==> src/rtl/dp2_bias_requant_if.sv <==
// rtl/dp2_bias_requant_if.sv - accumulator-in / activation-out stream bundle
// slave modport is the requant stage, master is the producer/consumer side.
interface dp2_bias_requant_if #(
   parameter int ACC_W = 32
);
   logic             in_valid;
   logic             in_ready;
   logic [ACC_W-1:0] in_acc;
   logic             in_last;
   logic             out_valid;
   logic             out_ready;
   logic [7:0]       out_data;
   logic [5:0]       out_channel;
   logic             out_last;

   modport slave (
      input  in_valid, in_acc, in_last, out_ready,
      output in_ready, out_valid, out_data, out_channel, out_last
   );

   modport master (
      output in_valid, in_acc, in_last, out_ready,
      input  in_ready, out_valid, out_data, out_channel, out_last
   );
endinterface

==> src/rtl/dp2_bias_requant.sv <==
// rtl/dp2_bias_requant.sv - layer-2 bias add, round/shift, int8 saturate, optional ReLU
// Define DP2_RELU_EN to clamp negative activations to 0; otherwise signed int8 passes through.
module dp2_bias_requant #(
   parameter int ACC_W      = 32,
   parameter int NUM_CH     = 64,
   parameter int BIAS_SHIFT = 4,
   parameter int OUT_SHIFT  = 4
) (
   input  logic                  clk,
   input  logic                  rst,
   dp2_bias_requant_if.slave     bus,
   output logic [5:0]            bias_addr,
   input  logic [7:0]            bias_data,
   output logic                  err_last,
   input  logic                  err_clr
);
   localparam int SW     = ACC_W + 1;
   localparam int RW     = ACC_W + 2;
   localparam int RND_SH = (OUT_SHIFT > 0) ? OUT_SHIFT - 1 : 0;
   localparam logic signed [RW-1:0] RND    = (OUT_SHIFT > 0) ? (RW'(1) << RND_SH) : '0;
   localparam logic signed [RW-1:0] SAT_HI = RW'(127);
   localparam logic signed [RW-1:0] SAT_LO = RW'(-128);
   localparam logic [5:0]           LAST_CH = 6'(NUM_CH - 1);

   logic                 r_s1_v;
   logic                 r_s2_v;
   logic signed [SW-1:0] r_s1_sum;
   logic [5:0]           r_s1_ch;
   logic                 r_s1_last;
   logic [5:0]           r_ch_cnt;
   logic [7:0]           r_out_data;
   logic [5:0]           r_out_ch;
   logic                 r_out_last;
   logic                 r_err;

   logic                 w_s2_adv;
   logic                 w_s1_adv;
   logic                 w_in_xfer;
   logic                 w_at_last;
   logic                 w_frame_err;
   logic signed [SW-1:0] w_acc_ext;
   logic signed [SW-1:0] w_bias_ext;
   logic signed [SW-1:0] w_sum;
   logic signed [RW-1:0] w_rnd;
   logic signed [7:0]    w_sat;
   logic signed [7:0]    w_act;

   assign w_s2_adv    = !r_s2_v || bus.out_ready;
   assign w_s1_adv    = !r_s1_v || w_s2_adv;
   assign w_in_xfer   = bus.in_valid && w_s1_adv;
   assign w_at_last   = (r_ch_cnt == LAST_CH);
   assign w_frame_err = w_in_xfer && (bus.in_last != w_at_last);

   assign w_acc_ext  = {bus.in_acc[ACC_W-1], bus.in_acc};
   assign w_bias_ext = {{(SW-8){bias_data[7]}}, bias_data};
   assign w_sum      = w_acc_ext + (w_bias_ext <<< BIAS_SHIFT);

   // One guard bit above the sum keeps the rounding add from wrapping.
   assign w_rnd = ($signed({r_s1_sum[SW-1], r_s1_sum}) + RND) >>> OUT_SHIFT;

   always_comb begin
      w_sat = w_rnd[7:0];
      if (w_rnd > SAT_HI) begin
         w_sat = 8'h7F;
      end else if (w_rnd < SAT_LO) begin
         w_sat = 8'h80;
      end
   end

`ifdef DP2_RELU_EN
   assign w_act = w_sat[7] ? 8'sh00 : w_sat;
`else
   assign w_act = w_sat;
`endif

   always_ff @(posedge clk or posedge rst) begin
      if (rst) begin
         r_ch_cnt   <= '0;
         r_s1_v     <= 1'b0;
         r_s2_v     <= 1'b0;
         r_s1_sum   <= '0;
         r_s1_ch    <= '0;
         r_s1_last  <= 1'b0;
         r_out_data <= '0;
         r_out_ch   <= '0;
         r_out_last <= 1'b0;
         r_err      <= 1'b0;
      end else begin
         // A short or long pixel still resynchronises the counter on its last word.
         if (w_in_xfer) begin
            r_ch_cnt <= (bus.in_last || w_at_last) ? 6'd0 : r_ch_cnt + 6'd1;
         end
         if (w_s1_adv) begin
            r_s1_v <= w_in_xfer;
            if (w_in_xfer) begin
               r_s1_sum  <= w_sum;
               r_s1_ch   <= r_ch_cnt;
               r_s1_last <= bus.in_last;
            end
         end
         if (w_s2_adv) begin
            r_s2_v <= r_s1_v;
            if (r_s1_v) begin
               r_out_data <= w_act;
               r_out_ch   <= r_s1_ch;
               r_out_last <= r_s1_last;
            end
         end
         if (w_frame_err) begin
            r_err <= 1'b1;
         end else if (err_clr) begin
            r_err <= 1'b0;
         end
      end
   end

   assign bias_addr       = r_ch_cnt;
   assign bus.in_ready    = w_s1_adv;
   assign bus.out_valid   = r_s2_v;
   assign bus.out_data    = r_out_data;
   assign bus.out_channel = r_out_ch;
   assign bus.out_last    = r_out_last;
   assign err_last        = r_err;
endmodule

==> src/flat_wrapper.sv <==
// flat-port wrapper written by rule: the top's interface ports become plain ports
module dp2_bias_requant_flat 
#(
   parameter int ACC_W      = 32,
   parameter int NUM_CH     = 64,
   parameter int BIAS_SHIFT = 4,
   parameter int OUT_SHIFT  = 4
)
  (clk, rst, bias_addr, bias_data, err_last, err_clr, bus_in_valid, bus_in_acc, bus_in_last, bus_out_ready, bus_in_ready, bus_out_valid, bus_out_data, bus_out_channel, bus_out_last);
  dp2_bias_requant_if #(.ACC_W(ACC_W)) bus_i ();
  input  logic clk;
  input  logic rst;
  output logic [5:0] bias_addr;
  input  logic [7:0] bias_data;
  output logic err_last;
  input  logic err_clr;
  input wire logic [$bits(bus_i.in_valid)-1:0] bus_in_valid;
  input wire logic [$bits(bus_i.in_acc)-1:0] bus_in_acc;
  input wire logic [$bits(bus_i.in_last)-1:0] bus_in_last;
  input wire logic [$bits(bus_i.out_ready)-1:0] bus_out_ready;
  output wire logic [$bits(bus_i.in_ready)-1:0] bus_in_ready;
  output wire logic [$bits(bus_i.out_valid)-1:0] bus_out_valid;
  output wire logic [$bits(bus_i.out_data)-1:0] bus_out_data;
  output wire logic [$bits(bus_i.out_channel)-1:0] bus_out_channel;
  output wire logic [$bits(bus_i.out_last)-1:0] bus_out_last;
  assign bus_i.in_valid = bus_in_valid;
  assign bus_i.in_acc = bus_in_acc;
  assign bus_i.in_last = bus_in_last;
  assign bus_i.out_ready = bus_out_ready;
  assign bus_in_ready = bus_i.in_ready;
  assign bus_out_valid = bus_i.out_valid;
  assign bus_out_data = bus_i.out_data;
  assign bus_out_channel = bus_i.out_channel;
  assign bus_out_last = bus_i.out_last;
  dp2_bias_requant #(.ACC_W(ACC_W), .NUM_CH(NUM_CH), .BIAS_SHIFT(BIAS_SHIFT), .OUT_SHIFT(OUT_SHIFT)) u_core (.clk(clk), .rst(rst), .bus(bus_i), .bias_addr(bias_addr), .bias_data(bias_data), .err_last(err_last), .err_clr(err_clr));
endmodule
==> config.mk <==
export PLATFORM = sky130hd
export DESIGN_NAME = dp2_bias_requant_flat
export DESIGN_NICKNAME = d
export VERILOG_FILES = /design/src/rtl/dp2_bias_requant_if.sv /design/src/rtl/dp2_bias_requant.sv /design/src/flat_wrapper.sv
export SDC_FILE = /design/constraint.sdc
export NUM_CORES = 1
export LEC_CHECK = 0
export ABC_AREA = 0
export BUFFER_PORTS_ARGS = -buffer_cell sky130_fd_sc_hd__buf_2
export CELL_PAD_IN_SITES_DETAIL_PLACEMENT = 1
export CELL_PAD_IN_SITES_GLOBAL_PLACEMENT = 1
export CORE_ASPECT_RATIO = 0.5
export CORE_MARGIN = 2
export CORE_UTILIZATION = 46
export DETAILED_ROUTE_END_ITERATION = 10
export PLACE_DENSITY_LB_ADDON = 0.1
export SLEW_MARGIN = 0
export SYNTH_ARGS = -nofsm -noshare
export SYNTH_HDL_FRONTEND = slang
export SYNTH_SLANG_ARGS = --single-unit
==> constraint.sdc <==
create_clock -name clk -period 5 [get_ports clk]
set_input_delay 0.25 -clock clk [delete_from_list [all_inputs] [get_ports clk]]
set_output_delay 0.25 -clock clk [all_outputs]
set_load 0.005 [all_outputs]
Yosys cells after proc, flatten, opt, wreduce, memory -nomap -nowiden
Cells that the tools add are included.

operators by class
  add/subtract/negate cells = 3
  order comparisons = 2
  eq/ne operators = 2
  muxes and demuxes = 5
  reduce and logical (&&, ||, !) cells = 10

operators with widths
  operator                 number
  $add A33 B5 Y34 const B  1
  $add A32 B12 Y33         1
  $gt A30 B8 Y1 const B    1
  $lt A30 B8 Y1 const B    1
  $mux W8                  2
  $add A6 B1 Y6 const B    1
  $eq A6 B6 Y1 const B     1
  $mux W6                  1
  $reduce_and A2 Y1        2
  $logic_or A1 B1 Y1       3
  $logic_and A1 B1 Y1      2
  $logic_not A1 Y1         2
  $mux W1                  2
  $reduce_bool A2 Y1       1
  $ne A1 B1 Y1             1

storage, ports and cells
  register bits = 64
  bits of input ports = 46
  output and inout port bits = 24

Logic depth before layout (Yosys ltp)
Gate-level depths: netlist of run 1.

  depth after elaboration = 6
  depth in mapped cells = 11

Least setup slack after synthesis of run 1
No wires, ideal clock.

  kind = register to register
  from = register u_core.r_s1_sum[4]
  to = register u_core.r_out_data[0], in the netlist u_core.bus.out_data[0]
  setup time = 0.137 ns
  arrival = 2.514 ns
  data required time = 4.863 ns
  path slack = 2.349 ns
  stages on the path, launching flop included = 11
  clock period less this slack = 2.651 ns
  cell sequence = dfrtp_1 ha_1 nand2_1 or3_1 buf_6 or3_1 xnor2_1 nor4_1 nand4_1 o31ai_4 a21oi_1

on the way
  word-level cells in the longest chain between the ends = 4
  elaborated cells between the ends (all ways) = 5
  those cells by class = 1 x add/sub; 2 x order compare; 2 x mux

RTL lines
  element                 RTL line                 source
  from (decl)             dp2_bias_requant.sv:27   logic signed [SW-1:0] r_s1_sum;
  from (signal assigned)  dp2_bias_requant.sv:96   r_s1_sum <= w_sum;
  $add A33 B5 Y34 (*)     dp2_bias_requant.sv:59   assign w_rnd = ($signed({r_s1_sum[SW-1], r_s1_sum}) + RND) >>> OUT_SHIFT;
  $lt A30 B8 Y1           dp2_bias_requant.sv:65   end else if (w_rnd < SAT_LO) begin
  $mux W8                 dp2_bias_requant.sv:65
  $mux W8 (*)             dp2_bias_requant.sv:63   if (w_rnd > SAT_HI) begin
  to (signal assigned)    dp2_bias_requant.sv:104  r_out_data <= w_act;
  to (decl)               dp2_bias_requant.sv:31   logic [7:0] r_out_data;

Mark *: on every way between the ends. The rest lies on a longest branch, timed or not.
A chain may end at the register's enable or synchronous reset.

Worst setup path after layout of run 1
  from = register u_core.r_s1_sum[3]
  to = register u_core.r_out_data[5], in the netlist u_core.bus.out_data[5]

Same word-level chain as after synthesis.

==> summary.md, run 1 <==
| Metric | Value |
|---|---|
| Hold-fix buffers, CTS | 0 |
| Unrepaired setup endpoints after global routing | false |
| CP top delay family | simple AND/OR/NAND/NOR gates |
| Cells on worst reg2reg path | 9 |
| Port Buffers | 66 |
| Num ports | 70 |
| DR iter-0 viols | between 150 and 200 |
| Crit path time final | between 3000 and 4000 ps |
| Hold slack | about 110 ps |
| Slew Limit Fails | 0 |
| VDD IR max | approximately 0.13 mV |
| Via density | around 5.7 |
| GRT Util Overall | 25.1% |
| Element type at the critical path start | flip-flop |
| Area of the core | between 9000 and 10,000 sq um |
| Row count | 25 |
| FF+latch area | about 1500 sq um |
| #FFs+latches synth | 61 |
| Number of synthesized flops with an enable pin | 0 |
| Crit Path Max Fanout | 7 |
| First-pass GRT wire length | ~22,000 microns |
| Library cells used by synthesis | 62 |
| Mapped Area | about 4600 sq um |
| Cts repair resizes | 0 |
| Initial Util | between 40% and 50% |
| Die area | 10,800 sq um |
| Max_cap viols | 0 |
| Setup Viol. Count Final | 0 |
| Critical R2R Launch | u_core.r_s1_sum[3]$_DFFE_PP0P_ |
| FILL cells | ~1,200 |
| Tightest Pin Transition | between 700 and 800 ps |
| Worst-path clk slew | approximately 50 ps |
| Initial antenna violation count | 0 |
| Synth Flop Type | dfrtp_1 |
| Vias in the first global route | 4,279 |
| Critical path endpoint category | flip-flop |
| Largest net degree at the start of global routing | 62 |
| Ys async rst share | 100% |
| Max stage delay cell, worst path | or3_1 |
| Clock sinks | just over 60 |
| Antenna fix cells | 0 |
| Multi-input logic area | just under 3000 sq um |
| Post-Syn Area per Cell | approximately 8.3 sq um |
| Leading area contributor after synthesis | dfrtp_1 |
| Area Overhead vs Synth | 16.3% |
| ANT nets after route | 0 |
| CTS Buffer Depth | 2 |
| Cell leakage power | around 2.5 nW |
| Status | finished, final reports clean |
| Skew final | roughly 8 ps |
| Max transition margin | a little under half |
| YS warnings | 0 |
| Sequential fraction of the synthesis area | approximately 33% |
| Post-CTS Repair Setup Buffers | 0 |
| Post-DP HPWL | 9370 microns |
| Latest clock arrival within the worst-skew pair | roughly 330 ps |
| Die Ht | roughly 75 microns |
| Hold wc startpoint | err_clr |
| DR vias | 4,286 |
| Critical path required time | ~5200 ps |
| Synth top area share | between 30% and 40% |
| Final worst path period share | around 64% |
| Die W | around 150 microns |
| Drt wl/cell | between 15 and 20 microns |
| DR DRC count | 0 |
| Arr. time, crit path | approximately 3400 ps |
| Root Buffer | clkbuf_16 |
| Grt ovf | 0 |
| Clock buffer count from CTS | 9 |
| Layout cells sized above 1 | roughly 18% |
| Syn nets | 632 |
| CP Depth | 9 |
| Highest Clock Rate | 312 MHz |
| Cells after Synth | 554 |
| Final TNS setup | 0 ps |
| Power density over the cells | 338 nW/um^2 |
| GPL Wtd Cong | 0.858 |
| Hold Crit Class | in -> reg |
| CP cell instances | ha_1, nand2_1, or3_1, or3_1, xnor2_1, nor4_1, nand4_1, o31ai_4, a21oi_1 |
| Cell mode on critical path | or3_1 |
| Nets | 694 |
| Fin. Hold Viols | 0 |
| Worst Hold Depth | 2 |
| Detailed Routing Iterations Pass 1 | 4 |
| CTS tree | yes |
| Largest stage delay, worst path | roughly 530 ps |
| Post-Route WL | 12,600 microns |
| Critical path class | reg -> reg |
| Synth area leaders | dfrtp_1, nand2_1, ha_1 |
| CP Launch Point | u_core.r_s1_sum[3]$_DFFE_PP0P_ |
| CTS H-tree depth | 3 |
| CP Buf/Inv Count | 0 |
-- power by group --
group / total [mW] / internal, mW / switching (mW)
combinational: 0.463 / 0.201 / 0.262
sequential: 0.706 / 0.581 / 0.125
clock: 0.632 / 0.408 / 0.224
total: 1.80 / 1.19 / 0.611
-- cell usage after synthesis, drive strengths merged, types with 5 or more instances --
cell / n
nand3b: 5
a21o: 13
nand3: 23
ha: 31
nor4: 10
o21a: 6
xnor2: 18
a211oi: 8
a21oi: 36
nand2b: 7
inv: 16
buf: 7
dfrtp: 61
nor3: 12
nand2: 121
o22ai: 5
o21ai: 43
clkbuf: 11
a31oi: 9
or2: 7
o31ai: 8
nand4: 10
nor2: 21
and3: 8
xor2: 13
-- sequential cells by signal (all words and copies together), names as in the netlist --
register	cells
u_core.r_s1_sum	30
u_core.bus.out_data	8
u_core.bias_addr	6
u_core.bus.out_channel	6
u_core.r_s1_ch	6
u_core.bus.out_last	1
u_core.bus.out_valid	1
u_core.err_last	1
u_core.r_s1_last	1
u_core.r_s1_v	1
-- cell families after synthesis --
logic type                 count (synthesis)  share of synthesized area, %
and+or+nand+nor                          249                          28.2
AOI/OAI and AO/OA                        144                          19.8
DFF                                       61                          33.4
buffers and inverters                     34                          3.03
adders and majority gates                 32                          8.91
xor gates and xnor gates                  31                          5.93
muxes                                      3                         0.683
-- cell type report --
cell class	count	share of cell area [%]
clock buffers	11	4.75
clock inverters	4	0.893
inverters	16	1.13
multi-input cells	459	54.7
flip-flops and latches	61	28.7
well taps	135	3.17
repair buffers	69	6.63
-- stage by stage --
step / setup slack, ps / cells / utilization [%] / power (mW) / area, sq um
6_report: 1790 / 755 / 55.6 / 1.80 / 5320
3_5_place_dp: 1780 / 740 / 52.5 / 1.17 / 5020
2_1_floorplan: 2350 / 554 / - / 1.01 / 4580
4_1_cts: 1840 / 755 / 55.6 / 1.81 / 5320
3_3_place_gp: 1850 / 740 / 52.5 / 1.15 / 5020
5_1_grt: 1550 / 755 / 55.6 / 1.91 / 5320
-- worst reg2reg max path: stages (launching register included) --
cell,delay (ps)
dfrtp_1,410
ha_1,340
nand2_1,140
or3_1,530
or3_1,440
xnor2_1,140
nor4_1,340
nand4_1,250
o31ai_4,370
a21oi_1,120
-- final timing paths --
path	to	slack, ps
max	u_core.bus.out_data[5]$_DFFE_PP0P_	1790
min	u_core.err_last$_DFFE_PP0P_	110
max reg2reg	u_core.bus.out_data[5]$_DFFE_PP0P_	1790
min reg2reg	u_core.bus.out_channel[3]$_DFFE_PP0P_	470
max in group asynchronous	u_core.r_s1_sum[17]$_DFFE_PP0P_	4350
min in group asynchronous	u_core.bus.out_channel[1]$_DFFE_PP0P_	130
-- cell usage in the layout, fill, tap and decap left out, types with 10 or more instances in the layout --
cell     count
ha_1        31
nor3_1      10
a21oi_1     36
inv_1       14
buf_2       66
o21ai_0     42
xnor2_1     18
nand2_1    120
nand3_1     21
xor2_1      13
nor2_1      21
dfrtp_1     61
a21o_1      13
-- routing by layer --
metal,up-vias,routed length [microns],GRT usage (%)
li1,2118,-,-
met1,2072,5880,32.5
met2,86,5990,44.9
met3,10,591,5.03
met4,0,111,5.56
met5,-,0,0
(Power assumes the default switching activity.)
==> run 2, diff against run 1 <==
Settings changed: CORE_UTILIZATION 46 to 39.
Clock period 5 ns to 2.8 ns, I/O delays scaled along.
==> summary.md, run 2 (synthesized netlist as in run 1, its figures left out) <==
| Metric | Value |
|---|---|
| Latest clock arrival within the worst-skew pair | ~330 ps |
| CTS H-tree depth | 3 |
| Largest net degree at the start of global routing | 52 |
| Clock sinks | between 60 and 70 |
| Max reg flops | 30 |
| Worst r2r dst | u_core.bus.out_data[1]$_DFFE_PP0P_ |
| GPL Wtd Cong | 0.825 |
| Via density | between 5 and 6 |
| Post-Route WL | 13,200 microns |
| Max_cap viols | 0 |
| Post-DP HPWL | ~10,000 microns |
| DR DRC count | 0 |
| Reg-to-reg setup timing slack | between 60 and 70 ps |
| Layout cells sized above 1 | 24.8% |
| FILL cells | between 1,000 and 1,500 |
| Antenna fix cells | 0 |
| Grt ovf | 0 |
| Cells on worst reg2reg path | 9 |
| Clock buffer count from CTS | 9 |
| Initial Util | 40.8% |
| Final TNS setup | 0 ps |
| Critical path endpoint category | flip-flop |
| CTS Buffer Depth | 2 |
| Worst Hold Depth | 2 |
| Die Ht | between 80 and 90 microns |
| Final Util | 51.0% |
| ANT nets after route | 0 |
| Crit path time final | between 2000 and 3000 ps |
| Crit Path Max Fanout | 7 |
| Row count | 27 |
| Skew final | around 7.5 ps |
| DR vias | ~4,400 |
| GRT Util Overall | roughly 22% |
| Worst-path clk slew | approximately 60 ps |
| Num ports | 70 |
| Vias in the first global route | 4,433 |
| Slew Limit Fails | 0 |
| Critical path required time | 2990 ps |
| Tot Pwr | ~3.3 mW |
| Tightest Pin Transition | 666 ps |
| Arr. time, crit path | 2920 ps |
| Highest Clock Rate | approximately 370 MHz |
| Port Buffers | 66 |
| Final worst path period share | 97.5% |
| Die area | approximately 13,000 sq um |
| Die W | ~160 microns |
| Hold endpoint | u_core.err_last$_DFFE_PP0P_ |
| Setup Viol. Count Final | 0 |
| Most flops, register | u_core.r_s1_sum |
| Status | finished, final reports clean |
| Pre-CTS setup slack | between 20 and 25 ps |
| Drt wl/cell | 16.0 microns |
| Area Overhead vs Synth | 25.0% |
| Critical path class | reg -> reg |
| Area of the core | 11,200 sq um |
| Cell leakage power | 2.67 nW |
| Hold Crit Class | in -> reg |
| Max transition margin | 55.6% |
| First-pass GRT wire length | around 22,000 microns |
| Commonest non-fill, non-tap cell in the layout | nand2_1 |
| Hold wc startpoint | err_clr |
| DR iter-0 viols | ~180 |
| VDD IR max | between 0.2 and 0.3 mV |
| Fin. Hold Viols | 0 |
| Nets | roughly 740 |
| Most frequent cells in the layout | nand2_1, buf_2, dfrtp_1 |
| Element type at the critical path start | flip-flop |
| Detailed Routing Iterations Pass 1 | 4 |
| Final WS setup | 69.9 ps |
| Power density over the cells | approximately 570 nW/um^2 |
| Initial antenna violation count | 0 |
| Critical R2R Launch | u_core.r_s1_sum[3]$_DFFE_PP0P_ |
| CTS tree | yes |
| Root Buffer | clkbuf_16 |
-- run 2: how the worst max path moves through the flow --
stage,cells after the start,slack [ps],to,start
final,9,70,u_core.bus.out_data[1]$_DFFE_PP0P_,u_core.r_s1_sum[3]$_DFFE_PP0P_
after global routing,9,-20,u_core.bus.out_data[1]$_DFFE_PP0P_,u_core.r_s1_sum[3]$_DFFE_PP0P_
after CTS,8,50,u_core.bus.out_data[3]$_DFFE_PP0P_,u_core.r_s1_sum[9]$_DFFE_PP0P_
after detailed placement,14,20,u_core.r_s1_sum[30]$_DFFE_PP0P_,bus_in_acc[4]
after global placement,14,100,u_core.r_s1_sum[30]$_DFFE_PP0P_,bus_in_acc[4]
after floorplan,10,150,u_core.bus.out_data[0]$_DFFE_PP0P_,u_core.r_s1_sum[4]$_DFFE_PP0P_
-- run 2: critical path, stage by stage, from the launching register on --
cell     delay (ps)
dfrtp_1         380
ha_2            200
nand2_2          80
or3_4           380
or3_1           390
xnor2_1         130
nor4_1          220
nand4_1         230
o31ai_4         450
a21oi_1         120
-- run 2: stage by stage --
stage               instances  hold slack (ps)  cell area [sq um]
floorplan                 554              245               4580
global placement          804             74.3               5350
detailed placement        804             75.3               5350
CTS                       821             1.35               5660
global route              824             9.81               5720
finish                    824             4.70               5720
-- run 2: power breakdown --
part	internal [mW]	switching, mW
clock network	0.686	0.400
logic	0.447	0.538
registers	1.04	0.180
-- run 2: layout make-up --
class	instances	area, sq um	area share [%]
timing repair buffer	113	686	12.0
multi-input combinational	459	2960	51.7
clock inverter	6	63.8	1.12
clock buffer	10	229	4.00
sequential	61	1530	26.7
tap	159	199	3.48
inverter	16	60.1	1.05
-- run 2: per-layer routing --
metal,routed length [microns],up-vias,global-route usage [%]
met1,6570,2155,30.0
met4,89,0,4.27
li1,-,2208,-
met3,393,9,3.89
met2,6160,67,37.9
met5,0,-,0
-- run 2: what timing repair did --
action / CTS / global route
hold buffers: 1 / 0
endpoints found under the setup margin: 0 / 7
gates resized for setup: 0 / 10
endpoints found under the hold margin: 10 / 0
setup buffers: 0 / 3
==> run 3, diff against run 2 <==
Settings changed: CORE_MARGIN 2 to 5.
==> summary.md, run 3 (synthesized netlist as in run 1, its figures left out) <==
| Metric | Value |
|---|---|
| Status | finished, final reports clean |
| Max stage delay cell, worst path | or3_1 |
| Largest stage delay, worst path | roughly 400 ps |
| Via density | 5.27 |
| Final worst path period share | between 90% and 100% |
| Cell leakage power | between 2 and 3 nW |
| Max transition margin | between 50 and 60% |
| DR iter-0 viols | 176 |
| Worst r2r dst | u_core.bus.out_data[3]$_DFFE_PP0P_ |
| Vias in the first global route | around 4,600 |
| Arr. time, crit path | around 2900 ps |
| Pre-CTS setup slack | -30.2 ps |
| Num ports | 70 |
| Cells on worst reg2reg path | 10 |
| Crit path time final | ~2600 ps |
| Setup Viol. Count Final | 0 |
| Latest clock arrival within the worst-skew pair | around 330 ps |
| Nets | approximately 740 |
| Largest net degree at the start of global routing | between 40 and 50 |
| Crit Path Max Fanout | 5 |
| Worst Setup EP | u_core.bus.out_data[3]$_DFFE_PP0P_ |
| Commonest non-fill, non-tap cell in the layout | nand2_1 |
| Initial Util | 39.4% |
| Die W | roughly 160 microns |
| GPL Wtd Cong | approximately 0.83 |
| CP cell instances | ha_2, nand2_1, or3_1, or3_1, xnor2_1, nor4_1, nand4_1, o31ai_4, buf_4, a21oi_1 |
| Drt wl/cell | roughly 16 microns |
| Cell mode on critical path | or3_1 |
| DR vias | 4,387 |
| Hold Crit Class | in -> reg |
| Placement Cell Area | approximately 5400 sq um |
| Critical path required time | 3020 ps |
| First-pass GRT wire length | around 23,000 microns |
| Final TNS setup | 0 ps |
| Final WS setup | around 150 ps |
| Clock buffer count from CTS | 9 |
| Element type at the critical path start | flip-flop |
| Clock sinks | between 60 and 70 |
| Tightest Pin Transition | 633 ps |
| Slew Limit Fails | 0 |
| Fin area | 5740 sq um |
| Area of the core | between 10,000 and 15,000 sq um |
| Max reg flops | 30 |
| CTS Buffer Depth | 2 |
| Root Buffer | clkbuf_16 |
| Critical path endpoint category | flip-flop |
| Critical path class | reg -> reg |
| Reg-to-reg setup timing slack | about 150 ps |
| Skew final | around 7.1 ps |
| Layout cells sized above 1 | 24.0% |
| Most frequent cells in the layout | nand2_1, buf_2, dfrtp_1 |
| FF+latch area | around 1500 sq um |
| Multi-input logic area | between 2000 and 3000 sq um |
| Post-DP HPWL | 10,600 microns |
| Highest Clock Rate | around 380 MHz |
| Antenna fix cells | 0 |
| CTS tree | yes |
| Fin. Hold Viols | 0 |
| Detailed Routing Iterations Pass 1 | 4 |
| CTS H-tree depth | 3 |
| Max_cap viols | 0 |
| Grt ovf | 0 |
| FILL cells | about 1,500 |
| GRT Util Overall | 20.0% |
| Post-Route WL | 13,400 microns |
| Most flops, register | u_core.r_s1_sum |
| CP Launch Point | u_core.r_s1_sum[3]$_DFFE_PP0P_ |
| Port Buffers | 66 |
| Die area | 14,100 sq um |
| Worst-path clk slew | around 60 ps |
| ANT nets after route | 0 |
| VDD IR max | approximately 0.31 mV |
| Initial antenna violation count | 0 |
| Area Overhead vs Synth | 25.5% |
| Row count | 28 |
| DR DRC count | 0 |
| Die Ht | 86.6 microns |
| Power density over the cells | between 500 and 600 nW/um^2 |
| Critical R2R Launch | u_core.r_s1_sum[3]$_DFFE_PP0P_ |
-- run 3: worst min path at each step --
| stage | endpoint | depth (start not counted) | slack (ps) | start |
|---|---|---|---|---|
| finish | u_core.r_s1_sum[3]$_DFFE_PP0P_ | 3 | 30 | bus_in_acc[3] |
| global route | u_core.r_s1_sum[3]$_DFFE_PP0P_ | 3 | 50 | bus_in_acc[3] |
| CTS | u_core.r_s1_sum[3]$_DFFE_PP0P_ | 3 | 30 | bus_in_acc[3] |
| detailed placement | u_core.bus.out_channel[3]$_DFFE_PP0P_ | 2 | 260 | rst |
| global placement | u_core.bus.out_channel[3]$_DFFE_PP0P_ | 2 | 260 | rst |
| floorplan | u_core.r_s1_sum[3]$_DFFE_PP0P_ | 2 | 250 | bus_in_acc[3] |
-- run 3: through the flow --
stage          cells  util, %  total power, mW  hold WS [ps]
6_report         833     49.4             3.39          32.1
5_1_grt          833     49.4             3.61          48.0
3_5_place_dp     813     46.3             2.20           265
4_1_cts          833     49.3             3.42          26.3
2_1_floorplan    554        -             1.80           245
3_3_place_gp     813     46.3             2.17           261
-- run 3: critical path, delay by kind of cell, from the launching register on --
kind            cells  cell delay (ps)
compound gates      2              300
xor+xnor            1              130
fa+ha+maj           1              210
buf+inv             1              180
flops               1              360
simple gates        5             1340
-- run 3: routing by layer --
metal | vias up | global-route usage (%) | wire length [microns]
met5 | - | 0 | 0
met3 | 18 | 3.90 | 446
li1 | 2214 | - | -
met2 | 63 | 33.4 | 6150
met4 | 0 | 5.86 | 194
met1 | 2092 | 26.7 | 6650
-- run 3: repair_timing --
item                       in CTS  in global routing
buffers inserted                2                  0
pin swaps                       1                  4
gates resized for setup         0                  2
hold buffers                    2                  0
hold endpoints to repair       28                  0
setup endpoints to repair       2                  7
-- run 3: power by group --
group / switching [mW] / internal, mW / leakage (nW)
combinational: 0.533 / 0.444 / 1.77
sequential: 0.178 / 1.04 / 0.753
clock: 0.419 / 0.779 / 0.156
-- run 3: cell type report --
type,instances,area share [%]
clock buffer,10,3.99
inverter,16,1.05
sequential,61,26.6
tap,165,3.60
timing repair buffer,116,12.4
multi-input combinational,459,50.9
clock inverter,6,1.53
